File: config.mk
export PLATFORM = sky130hd
export DESIGN_NAME = stage_if
export DESIGN_NICKNAME = d
export VERILOG_FILES = /design/src/rtl/stage_if.sv
export SDC_FILE = /design/constraint.sdc
export NUM_CORES = 1
export LEC_CHECK = 0
export CAP_MARGIN = 40
export CORE_ASPECT_RATIO = 0.8
export CORE_MARGIN = 3
export CORE_UTILIZATION = 45
export DETAILED_ROUTE_END_ITERATION = 8
export HOLD_SLACK_MARGIN = 0.05
export PLACE_DENSITY = 0.74
export SYNTH_ARGS = -nofsm -noshare
export SYNTH_HDL_FRONTEND = slang
export SYNTH_SLANG_ARGS = --single-unit
File: constraint.sdc
create_clock -name i_Clock -period 4.7 [get_ports i_Clock]
set_input_delay 1.41 -clock i_Clock [delete_from_list [all_inputs] [get_ports i_Clock]]
set_output_delay 1.41 -clock i_Clock [all_outputs]
set_load 0.05 [all_outputs]
File: src/rtl/stage_if.sv
// RV32I instruction-fetch stage: owns the PC, issues word reads over a
// request/ready handshake, and feeds decode through an output register with a one-entry skid buffer.
module stage_if #(
  parameter int                   PC_WIDTH   = 32,
  parameter int                   ADDR_WIDTH = 32,
  parameter logic [PC_WIDTH-1:0]  RESET_PC   = '0,
  parameter logic [31:0]          NOP_INST   = 32'h00000013
) (
  input  logic                  i_Clock,
  input  logic                  i_Reset,
  input  logic                  i_Stall,
  input  logic                  i_Redirect,
  input  logic [PC_WIDTH-1:0]   i_RedirectPC,
  output logic [ADDR_WIDTH-1:0] o_MemAddr,
  output logic                  o_MemRdEnable,
  input  logic                  i_MemReady,
  input  logic [31:0]           i_MemData,
  output logic [31:0]           o_Inst,
  output logic [PC_WIDTH-1:0]   o_PC,
  output logic                  o_Valid
);

  typedef enum logic [1:0] {
    FETCH = 2'd0,
    HOLD  = 2'd1,
    DRAIN = 2'd2
  } state_t;

  localparam logic [PC_WIDTH-1:0] RESET_PC_ALIGNED = {RESET_PC[PC_WIDTH-1:2], 2'b00};

  state_t               state_reg, state_next;
  logic [PC_WIDTH-1:0]  pc_reg, pc_next;
  logic [PC_WIDTH-1:0]  tgt_reg, tgt_next;
  logic                 out_valid_reg, out_valid_next;
  logic [31:0]          out_inst_reg, out_inst_next;
  logic [PC_WIDTH-1:0]  out_pc_reg, out_pc_next;
  logic [31:0]          sb_inst_reg, sb_inst_next;
  logic [PC_WIDTH-1:0]  sb_pc_reg, sb_pc_next;

  logic [PC_WIDTH-1:0]  redirect_target;
  logic [PC_WIDTH-1:0]  pc_inc;
  logic                 or_consumed;
  logic                 or_free;
  logic                 unused_redirect_low;

  assign redirect_target     = {i_RedirectPC[PC_WIDTH-1:2], 2'b00};
  assign unused_redirect_low = ^i_RedirectPC[1:0];
  assign pc_inc              = pc_reg + PC_WIDTH'(4);
  assign or_consumed         = out_valid_reg && !i_Stall;
  assign or_free             = !out_valid_reg || or_consumed;

  // HOLD is the only state without a request; reset kills any request outright.
  assign o_MemRdEnable = !i_Reset && (state_reg != HOLD);

  generate
    if (ADDR_WIDTH > PC_WIDTH) begin : g_addr_ext
      assign o_MemAddr = {{(ADDR_WIDTH-PC_WIDTH){1'b0}}, pc_reg};
    end else if (ADDR_WIDTH == PC_WIDTH) begin : g_addr_eq
      assign o_MemAddr = pc_reg;
    end else begin : g_addr_trunc
      assign o_MemAddr = pc_reg[ADDR_WIDTH-1:0];
    end
  endgenerate

  assign o_Valid = out_valid_reg;
  assign o_Inst  = out_inst_reg;
  assign o_PC    = out_pc_reg;

  always_comb begin
    state_next     = state_reg;
    pc_next        = pc_reg;
    tgt_next       = tgt_reg;
    out_valid_next = out_valid_reg;
    out_inst_next  = out_inst_reg;
    out_pc_next    = out_pc_reg;
    sb_inst_next   = sb_inst_reg;
    sb_pc_next     = sb_pc_reg;

    case (state_reg)
      FETCH: begin
        if (i_Redirect) begin
          out_valid_next = 1'b0;
          out_inst_next  = NOP_INST;
          if (i_MemReady) begin
            pc_next = redirect_target;
          end else begin
            // The read in flight must finish at its current address first.
            tgt_next   = redirect_target;
            state_next = DRAIN;
          end
        end else if (i_MemReady) begin
          pc_next = pc_inc;
          if (or_free) begin
            out_valid_next = 1'b1;
            out_inst_next  = i_MemData;
            out_pc_next    = pc_reg;
          end else begin
            sb_inst_next = i_MemData;
            sb_pc_next   = pc_reg;
            state_next   = HOLD;
          end
        end else if (or_consumed) begin
          out_valid_next = 1'b0;
          out_inst_next  = NOP_INST;
        end
      end

      HOLD: begin
        if (i_Redirect) begin
          sb_inst_next   = NOP_INST;
          sb_pc_next     = '0;
          pc_next        = redirect_target;
          out_valid_next = 1'b0;
          out_inst_next  = NOP_INST;
          state_next     = FETCH;
        end else if (!i_Stall) begin
          out_valid_next = 1'b1;
          out_inst_next  = sb_inst_reg;
          out_pc_next    = sb_pc_reg;
          state_next     = FETCH;
        end
      end

      DRAIN: begin
        out_valid_next = 1'b0;
        out_inst_next  = NOP_INST;
        if (i_Redirect) begin
          tgt_next = redirect_target;
        end
        if (i_MemReady) begin
          pc_next    = i_Redirect ? redirect_target : tgt_reg;
          state_next = FETCH;
        end
      end

      default: begin
        state_next = FETCH;
      end
    endcase
  end

  always_ff @(posedge i_Clock) begin
    if (i_Reset) begin
      state_reg     <= FETCH;
      pc_reg        <= RESET_PC_ALIGNED;
      tgt_reg       <= '0;
      out_valid_reg <= 1'b0;
      out_inst_reg  <= NOP_INST;
      out_pc_reg    <= RESET_PC_ALIGNED;
      sb_inst_reg   <= NOP_INST;
      sb_pc_reg     <= '0;
    end else begin
      state_reg     <= state_next;
      pc_reg        <= pc_next;
      tgt_reg       <= tgt_next;
      out_valid_reg <= out_valid_next;
      out_inst_reg  <= out_inst_next;
      out_pc_reg    <= out_pc_next;
      sb_inst_reg   <= sb_inst_next;
      sb_pc_reg     <= sb_pc_next;
    end
  end

endmodule

==> results of run 1 <==
-- power groups by stage --
stage | sequential (uW) | combinational, uW | clock [uW]
after global placement | 1870 | 873 | 0
after detailed placement | 1880 | 887 | 0
after floorplan | 2080 | 364 | 0
after CTS | 1840 | 890 | 1540
final | 1840 | 892 | 1510
after global routing | 1850 | 956 | 1600
-- layout make-up --
| class | count | share of cell area, % |
|---|---|---|
| clock inverters | 11 | 1.216 |
| inverters | 13 | 0.4196 |
| well taps | 264 | 2.840 |
| flip-flops and latches | 195 | 33.57 |
| multi-input cells | 807 | 42.07 |
| clock buffers | 21 | 4.045 |
| repair buffers | 186 | 15.85 |
-- routing by layer --
layer	routed length (um)	up-vias	track usage, %
li1	-	4278	-
met1	12830	4088	36.68
met2	11610	348	33.52
met3	2278	34	4.887
met4	396	2	5.909
met5	12	-	0
-- per-stage QoR --
stage / hold WS [ns] / std cells / area [um^2] / power (uW)
floorplan: 0.4338 / 1123 / 9320 / 2443
global placement: 0.4417 / 1462 / 10970 / 2744
detailed placement: 0.4473 / 1465 / 11020 / 2763
CTS: 0.4577 / 1497 / 11630 / 4266
global route: 0.4690 / 1497 / 11630 / 4405
finish: 0.4569 / 1497 / 11630 / 4238
-- worst max-delay path, delay by kind of cell --
kind	cells	cell delay [ns]
buf+inv	2	0.94
simple gates	1	0.09
-- worst paths after layout --
kind                     start       endpoint  slack (ns)  depth (start not counted)
setup / recovery       i_Reset  o_MemRdEnable        0.84                          3
hold / removal      tgt_reg[3]     tgt_reg[3]        0.46                          2
setup reg to reg  state_reg[0]     o_Inst[27]        1.89                          8
hold reg to reg     tgt_reg[3]     tgt_reg[3]        0.46                          2
-- cell families (layout without fill, tap and decap cells) --
group                      Yosys count  after routing
and+or+nand+nor                    406            406
adders and majority gates            5              5
buffers and inverters              121            231
AOI/OAI and AO/OA                  353            353
muxes                               39             39
xor gates and xnor gates             4              4
DFF                                195            195
-- cell usage in the layout, fill, tap and decap left out, drive strengths merged, types with 10 or more instances in the layout --
cell type and n:
a211oi 69, a21oi 142, a22oi 42, buf 24
clkbuf 21, clkdlybuf4s50 162, dfxtp 195, inv 17
mux2i 37, nand2 102, nand3 50, nand3b 34
nand4 10, nor2 121, nor3 21, nor3b 30
o21ai 37
==> results by group, run 1 <==
Worst setup path
  • Worst Path Required: between 3 and 4 ns
  • CP endpoint kind: output port
  • Startpoint types: input port
  • Crit path max-delay cell type: clkdlybuf4s50_1
  • Setup CP Type: input port to output port
  • Largest fanout on the critical path: 3
  • Largest stage delay, worst path: ~0.82 ns
  • CP arrival: 2.45 ns
  • Critical-path cell list: buf_6 > nor2_1 > clkdlybuf4s50_1

Global route
  • Vias in the first global route: a little under 8000
  • Overall routing resource usage: a little under a quarter
  • GRT overflow: 0
  • Largest net degree at the start of global routing: between 150 and 200
  • First-pass GRT wire length: between 40000 and 50000 um
  • Initial antenna violation count: 1

Route
  • Via/cell ratio: between 5 and 6
  • Residual DRC: 0
  • TritonRoute pass-1 iters: 5
  • Total number of vias: between 8000 and 9000
  • First DRT Iteration DRCs: between 1000 and 1500
  • Average wire per standard cell: about 18 um
  • Final WL: about 27000 um
  • Routed Antenna Nets: 0

Pwr
  • Clock power share: a little over a third
  • Sequential power share: 43.4%
  • P_int: about 2900 uW
  • Psw: 1337 uW
  • Pwr/cell area: 364.4 nW/um^2
  • P_leak: a little under 0.004 uW
  • Peak supply drop: approximately 0.00021 V
  • Combinational fraction of design power: a little over a fifth
  • Switching part of the total power: a little under a third

Synthesis
  • Synthesized instance count: 1123
  • Post-synth top area share: 41.88%
  • #FFs+latches synth: between 150 and 200
  • Synthesized area per cell: 8.299 um^2
  • Largest family of logic cells by synthesized area: compound AO/OA/AOI/OAI gates
  • Seq/Total Area, Yosys: a little over two fifths
  • Syn. warnings: 0
  • Leading post-synthesis cells by cell area: dfxtp_1 (42%), a21oi_1 (7.6%), a211oi_1 (5.5%), nor2_1 (4.8%), nand2_1 (4.1%)
  • Top-count cell post-synth: dfxtp_1
  • Count of cell types in the netlist: 72
  • Post-synth EDFFs: 0
  • Synth cell count leaders: dfxtp_1 (195), a21oi_1 (142), nor2_1 (120), nand2_1 (101), a211oi_1 (68)
  • Post-synth top area cell: dfxtp_1
  • Synth Area in Adders: 0.6712%
  • Post-Synth Simple-Gate Area: between 20% and 30%
  • Synthesized net count: 1197
  • Asr flop ratio synth: 0%
  • Compound-cell area share of the yosys netlist: 24.29%
  • Xor/xnor share of the synthesized area: 0.3759%
  • Multiplexer share of the synthesized area: about 4.2%
  • Post-Syn Area: 9320 um^2
  • Predominant post-synthesis flop cell: dfxtp_1

Clocking
  • Worst-path clk slew: 0.07 ns
  • Root buf cell: clkbuf_16
  • Resized Gates After CTS: 0
  • CTS Sinks: approximately 200
  • CTS tree: done
  • Hold_buf cts: 0
  • Clock buffer depth: 2
  • H-tree depth: 4
  • Clk Latency, worst-skew pair: about 0.43 ns
  • Cts bufs inserted: 17
  • Postcts setup bufs: 0

Floorplanning
  • CORE AREA: around 20000 um^2
  • Num rows: 46
  • Die area: ~22000 um^2
  • Starting Density: a little under half
  • I/O pin cnt: roughly 170
  • Die Height: between 100 and 150 um
  • Die Span X: 166.9 um

Timing
  • Slew headroom: about two fifths
  • Tmin final: 3.861 ns
  • Final period util: between 80% and 90%
  • Final setup TNS: 0 ns
  • Unrepaired setup endpoints after global routing: false
  • Endpoints failing setup: 0
  • Final WS setup: ~0.84 ns
  • Final Skew: between 0.01 and 0.015 ns
  • Final hold violations: 0
  • Slew Limit Fails: 0
  • Fmax: ~260 MHz
  • Worst-margin pin slew: between 0.8 and 0.9 ns

Run
  • Max cap viols: 0

Final layout
  • Multi-input gate area: between 4000 and 5000 um^2
  • Sequential cell area: just under 4000 um^2
  • Utilization after layout: between 50% and 60%
  • Layout cells sized above 1: about 6.7%
  • Layout area overhead: 24.78%
  • Final nets: ~1300
  • FILL cells: 1795
  • ANT cells: 0

Status
  • Outcome: complete, no violations

Place
  • Dpl hpwl: roughly 18000 um
  • I/O Buffers: between 150 and 200
  • Placer Congestion: around 0.89
  • Post-Place Setup Slack: about 0.84 ns

Hold path
  • Hold Path Class: register to register
Power figures use the tool's default switching activity.
==> run 2, diff against run 1 <==
Clock period 4.7 ns to 3.6 ns, I/O delays scaled along.
==> run 2 against run 1 <==
Compared with the run above: sequential share of layout area barely moved; clock skew barely moved; die area did not move; largest cell class unchanged; final cell count rose by 0.53%; via count rose by 0.78%; worst setup slack got worse by 0.28 ns; critical endpoint is now o_MemAddr[18]; global-route usage barely moved.
==> results by group, run 2 (synthesis gave the netlist of run 1 again) <==
Final layout
  • Layout area overhead: 24.90%
  • Final cell count without fillers: roughly 1500
  • Multi-input gate area: about 5000 um^2
  • Final nets: ~1300
  • Layout cells sized above 1: 7.494%
  • Sequential cell area: between 3000 and 4000 um^2
  • ANT cells: 0
  • Utilization after layout: 57.95%
  • Most frequent cells in the layout: dfxtp_1 (195), clkdlybuf4s50_1 (161), a21oi_1 (141), nor2_1 (118), nand2_1 (101)
  • Commonest non-fill, non-tap cell in the layout: dfxtp_1
  • FILL cells: 1819

Floorplanning
  • I/O pin cnt: between 150 and 200
  • Starting Density: 46.40%
  • Num rows: 46
  • CORE AREA: between 20000 and 25000 um^2
  • Die Span X: between 150 and 200 um
  • Die Height: ~130 um
  • Die area: between 20000 and 25000 um^2

Place
  • Post-Place Setup Slack: about 0.54 ns
  • I/O Buffers: 164
  • Placer Congestion: 0.8704
  • Dpl hpwl: around 18000 um
  • Placed cell count: roughly 1500

Worst setup path
  • Setup CP Type: register to output port
  • Buffers & Inverters on Critical Path: 1
  • Worst Path Required: ~2.5 ns
  • CP top delay family: buffers and inverters
  • CP endpoint kind: output port
  • CP arrival: just under 2 ns
  • Crit path max-delay cell type: clkdlybuf4s50_1
  • Critical-path cell list: clkdlybuf4s50_1
  • Largest fanout on the critical path: 11
  • Largest stage delay, worst path: around 0.94 ns
  • Startpoint types: register

Global route
  • Largest net degree at the start of global routing: 183
  • Vias in the first global route: between 8000 and 9000
  • First-pass GRT wire length: between 40000 and 50000 um
  • Overall routing resource usage: a little under a quarter
  • GRT overflow: 0
  • Initial antenna violation count: 0

Pwr
  • Sequential power share: around 44%
  • Clock power share: 33.4%
  • Pwr/cell area: between 400 and 500 nW/um^2
  • P_leak: ~0.004 uW
  • Combinational fraction of design power: roughly 22%
  • Switching part of the total power: between 30% and 40%
  • Psw: 1714 uW
  • P_int: 3670 uW
  • Peak supply drop: just over 0.0003 V

Timing
  • Slew headroom: between 40% and 50%
  • Fmax: ~330 MHz
  • Final hold violations: 0
  • Final period util: around 84%
  • Tmin final: around 3 ns
  • Hold Slack: between 0.4 and 0.5 ns
  • Final Skew: about 0.013 ns
  • Worst-margin pin slew: roughly 0.87 ns
  • Final setup TNS: 0 ns
  • Endpoints failing setup: 0
  • Unrepaired setup endpoints after global routing: false
  • Slew Limit Fails: 0
  • Final WS setup: about 0.56 ns

Clocking
  • Root buf cell: clkbuf_16
  • Clk Latency, worst-skew pair: between 0.4 and 0.5 ns
  • Clock buffer depth: 2
  • H-tree depth: 4
  • CTS tree: done
  • Cts bufs inserted: 17
  • CTS Sinks: ~200
  • Hold_buf cts: 0
  • Postcts setup bufs: 0
  • Worst-path clk slew: 0.07 ns
  • Resized Gates After CTS: 0

Route
  • Residual DRC: 0
  • TritonRoute pass-1 iters: 5
  • Final WL: between 20000 and 30000 um
  • Routed Antenna Nets: 0
  • Average wire per standard cell: between 15 and 20 um
  • Total number of vias: around 9000
  • First DRT Iteration DRCs: approximately 950
  • Via/cell ratio: ~5.9

Hold path
  • Hold Path Class: register to register

Run
  • Max cap viols: 0

Status
  • Outcome: complete, no violations
==> run 2: cell count changes in the layout (fill, tap and decap cells not counted), sizes merged <==
| cell | before | now |
|---|---|---|
| inv | 17 | 15 |
| bufinv | 2 | 1 |
| clkinv | 1 | 5 |
| clkdlybuf4s50 | 162 | 161 |
| clkinvlp | 4 | 3 |
| clkbuf | 21 | 18 |
| buf | 24 | 36 |
==> run 2: final timing paths <==
check | cells after the start | slack, ns | from | endpoint
worst min register to register | 2 | 0.46 | tgt_reg[26] | tgt_reg[26]
worst max-delay path | 1 | 0.56 | o_MemAddr[18] | o_MemAddr[18]
worst min-delay path | 2 | 0.46 | tgt_reg[26] | tgt_reg[26]
worst max register to register | 7 | 0.96 | state_reg[0] | o_MemAddr[26]
==> run 2: final cells by class <==
class | instances | share of cell area (%)
Tap cell | 264 | 2.837
Multi-Input combinational cell | 807 | 42.02
Inverter | 13 | 0.4192
Clock inverter | 11 | 0.9136
Timing Repair Buffer | 197 | 16.50
Clock buffer | 18 | 3.773
Sequential cell | 195 | 33.53
==> run 2: stage by stage <==
step	instance area [um^2]	total power (uW)
2_1_floorplan	9320	3189
3_3_place_gp	11100	3607
3_5_place_dp	11100	3625
4_1_cts	11640	5414
5_1_grt	11640	5596
6_report	11640	5384
==> run 2: routing by layer <==
metal	up-vias	routed length, um	GRT usage [%]
met5	-	0	0
li1	4293	-	-
met1	4131	13300	36.24
met2	359	11410	33.95
met3	35	2349	4.887
met4	0	454	6.276
==> run 2: power groups by stage <==
stage                     Clock [uW]  Sequential (uW)  Combinational (uW)
after floorplan                    0             2710                 475
after global placement             0             2430                1180
after detailed placement           0             2440                1190
after CTS                       1840             2390                1190
after global routing            1910             2400                1280
final                           1800             2390                1200
==> RTL change: new RTL, flow settings as in run 2 <==
Set the parameter `ADDR_WIDTH` to 28 (it was 32).
--- a/src/rtl/stage_if.sv
+++ b/src/rtl/stage_if.sv
@@ -2,7 +2,7 @@
 // request/ready handshake, and feeds decode through an output register with a one-entry skid buffer.
 module stage_if #(
   parameter int                   PC_WIDTH   = 32,
-  parameter int                   ADDR_WIDTH = 32,
+  parameter int                   ADDR_WIDTH = 28,
   parameter logic [PC_WIDTH-1:0]  RESET_PC   = '0,
   parameter logic [31:0]          NOP_INST   = 32'h00000013
 ) (
Interface: changed (resized o_MemAddr); port bits go from 167 to 163. No check against the original RTL was run, so the function may have changed too.
==> RTL change against run 2 <==
  * Cell area grew 0.29%
  * Maximum frequency increased by 1.9%
  * Sequential share of layout area shrank 0.097 points
  * Die area up 2.2%
  * Core utilization fell by 0.49 points
  * Routed wire length is 0.83% higher
  * Power is 2.7% higher
  * Critical path depth unchanged
  * Synthesized area increased by 2.3%
  * Setup slack gained 0.055 ns
  * Sequential cell count is the same
  * Clock power rose by 9%
  * Non-clock buffer count grew 2
==> RTL change: results (changes against run 2) <==
* Met3 routed WL at 2.52 mm (was 2.35 mm)
* Gr usage total at 23.8% (was 23.7%)
* Delay-heaviest family, CP: buffers and inverters (unchanged)
* WL met2 at 11.4 mm (about the same)
* Vias post-DR at 8886 (was 8818)
* Commonest cells post-synth: dfxtp_1 (195), a21oi_1 (142), nor2_1 (120) (unchanged)
* Vias in the first global route at 7974 (was 8052)
* Max IR drop VDD at 0.000273 V (was 0.000302 V)
* Placed cell area at 11100 µm² (about the same)
* Root Driver: clkbuf_16 (unchanged)
* PortBufs at 160 (was 164)
* Clock Latency Late Sink at 0.43 ns (about the same)
* Netlist cell types at 72 (unchanged)
* Fraction of layout cells with a size suffix above 1 at 7.95% (was 7.49%)
* Data arrival, critical path at 1.91 ns (was 1.96 ns)
* Initial antenna violation count at 0 (unchanged)
* Post-cts resize count at 0 (unchanged)
* P_leak at 4.00 nW (was 3.96 nW)
* Met2 usage at 32.3% (was 34.0%)
* Slew margin rel. at 48.9% (was 42.1%)
* Longest Clk Path Bufs at 2 (unchanged)
* Synth area leaders: dfxtp_1 (41%), a21oi_1 (7.5%), a211oi_1 (5.4%) (was dfxtp_1 (42%), a21oi_1 (7.6%), a211oi_1 (5.5%))
* WL met1 at 13.5 mm (was 13.3 mm)
* Worst clock skew at 0.00974 ns (was 0.0126 ns)
* Hpwl dp at 18.7 mm (was 18.2 mm)
* Largest stage delay on the critical path at 0.93 ns
* Post-synth ARST share at 0% (unchanged)
* Worst-path maximum fanout at 11 (unchanged)
* Hold Crit Class: register to register (unchanged)
* Slowest CP cell: clkdlybuf4s50_1 (unchanged)
* Pin count of the biggest net entering global routing at 71 (was 183)
* Status: finished clean (unchanged)
* Nets@finish at 1307 (was 1305)
* # H-tree levels at 4 (unchanged)
* Syn nets at 1225 (was 1197)
* Synth warn at 0 (unchanged)
* Clk pin slew, worst setup/hold paths at 0.07 ns (about the same)
* Ys flop type: dfxtp_1 (unchanged)
* MaxCap Viol Count at 0 (unchanged)
* Met3 usage at 5.84% (was 4.89%)
* Cts bufs inserted at 17 (unchanged)
* Met1 Track Usage GR at 37.2% (was 36.2%)
* Drt wl/cell at 18.4 µm (was 18.3 µm)
* DR pass1 iterations at 5 (unchanged)
* Post-CTS setup repair buffer count at 0 (unchanged)
* First-pass GRT wire length at 44.1 mm (was 43.8 mm)
* Final GP Congestion at 0.890 (was 0.870)
* Uppermost routed layer: met4 (unchanged)
* Seq/Total Area, Yosys at 41.0% (was 41.9%)
* Violation count after the first detailed-route iteration at 853 (was 947)
==> RTL change: area by class of cell <==
class,count,area (µm²)
clock inverters,11,150
flip-flops and latches,195,3900
inverters,13,48.8
diodes,1,2.50
fillers,1836,8640
clock buffers,20,447
well taps,264,330
repair buffers,199,1900
multi-input cells,807,4890
==> RTL change: per-stage QoR <==
stage                     setup slack [ns]  cells
final                                0.614   1510
after global routing                 0.516   1509
after CTS                            0.598   1509
after detailed placement             0.396   1478
after global placement               0.437   1478
after floorplan                      0.399   1151
==> RTL change: cell families (layout without fill, tap and decap cells) <==
| kind of cell | Yosys count | in the layout | share of synthesized area [%] |
|---|---|---|---|
| AND/OR/NAND/NOR | 406 | 406 | 22.1 |
| adder cells (fa/ha/maj) | 5 | 5 | 0.656 |
| flip-flops | 195 | 195 | 41.0 |
| buffers and inverters | 149 | 243 | 8.09 |
| other | 0 | 1 | 0 |
| multiplexers | 39 | 39 | 4.12 |
| AO/OA/AOI/OAI | 353 | 353 | 23.7 |
| XOR/XNOR | 4 | 4 | 0.368 |
==> RTL change: final timing paths <==
kind                                   start            end  slack, ns  depth (start not counted)
worst max-delay path              pc_reg[18]  o_MemAddr[18]       0.61                          1
worst min-delay path              tgt_reg[2]     tgt_reg[2]       0.46                          2
worst max register to register  state_reg[0]     pc_reg[13]       0.84                          7
worst min register to register    tgt_reg[2]     tgt_reg[2]       0.46                          2
==> RTL change: worst min-delay path, stage by stage, from the launching register on <==
cell	delay, ns
dfxtp_1	0.31
nand2_1	0.05
a21oi_1	0.05
==> RTL change: report_power, final <==
part / switching (mW) / total (mW) / internal [mW]
logic: 0.764 / 1.19 / 0.428
clock network: 0.844 / 1.96 / 1.11
registers: 0.108 / 2.38 / 2.27
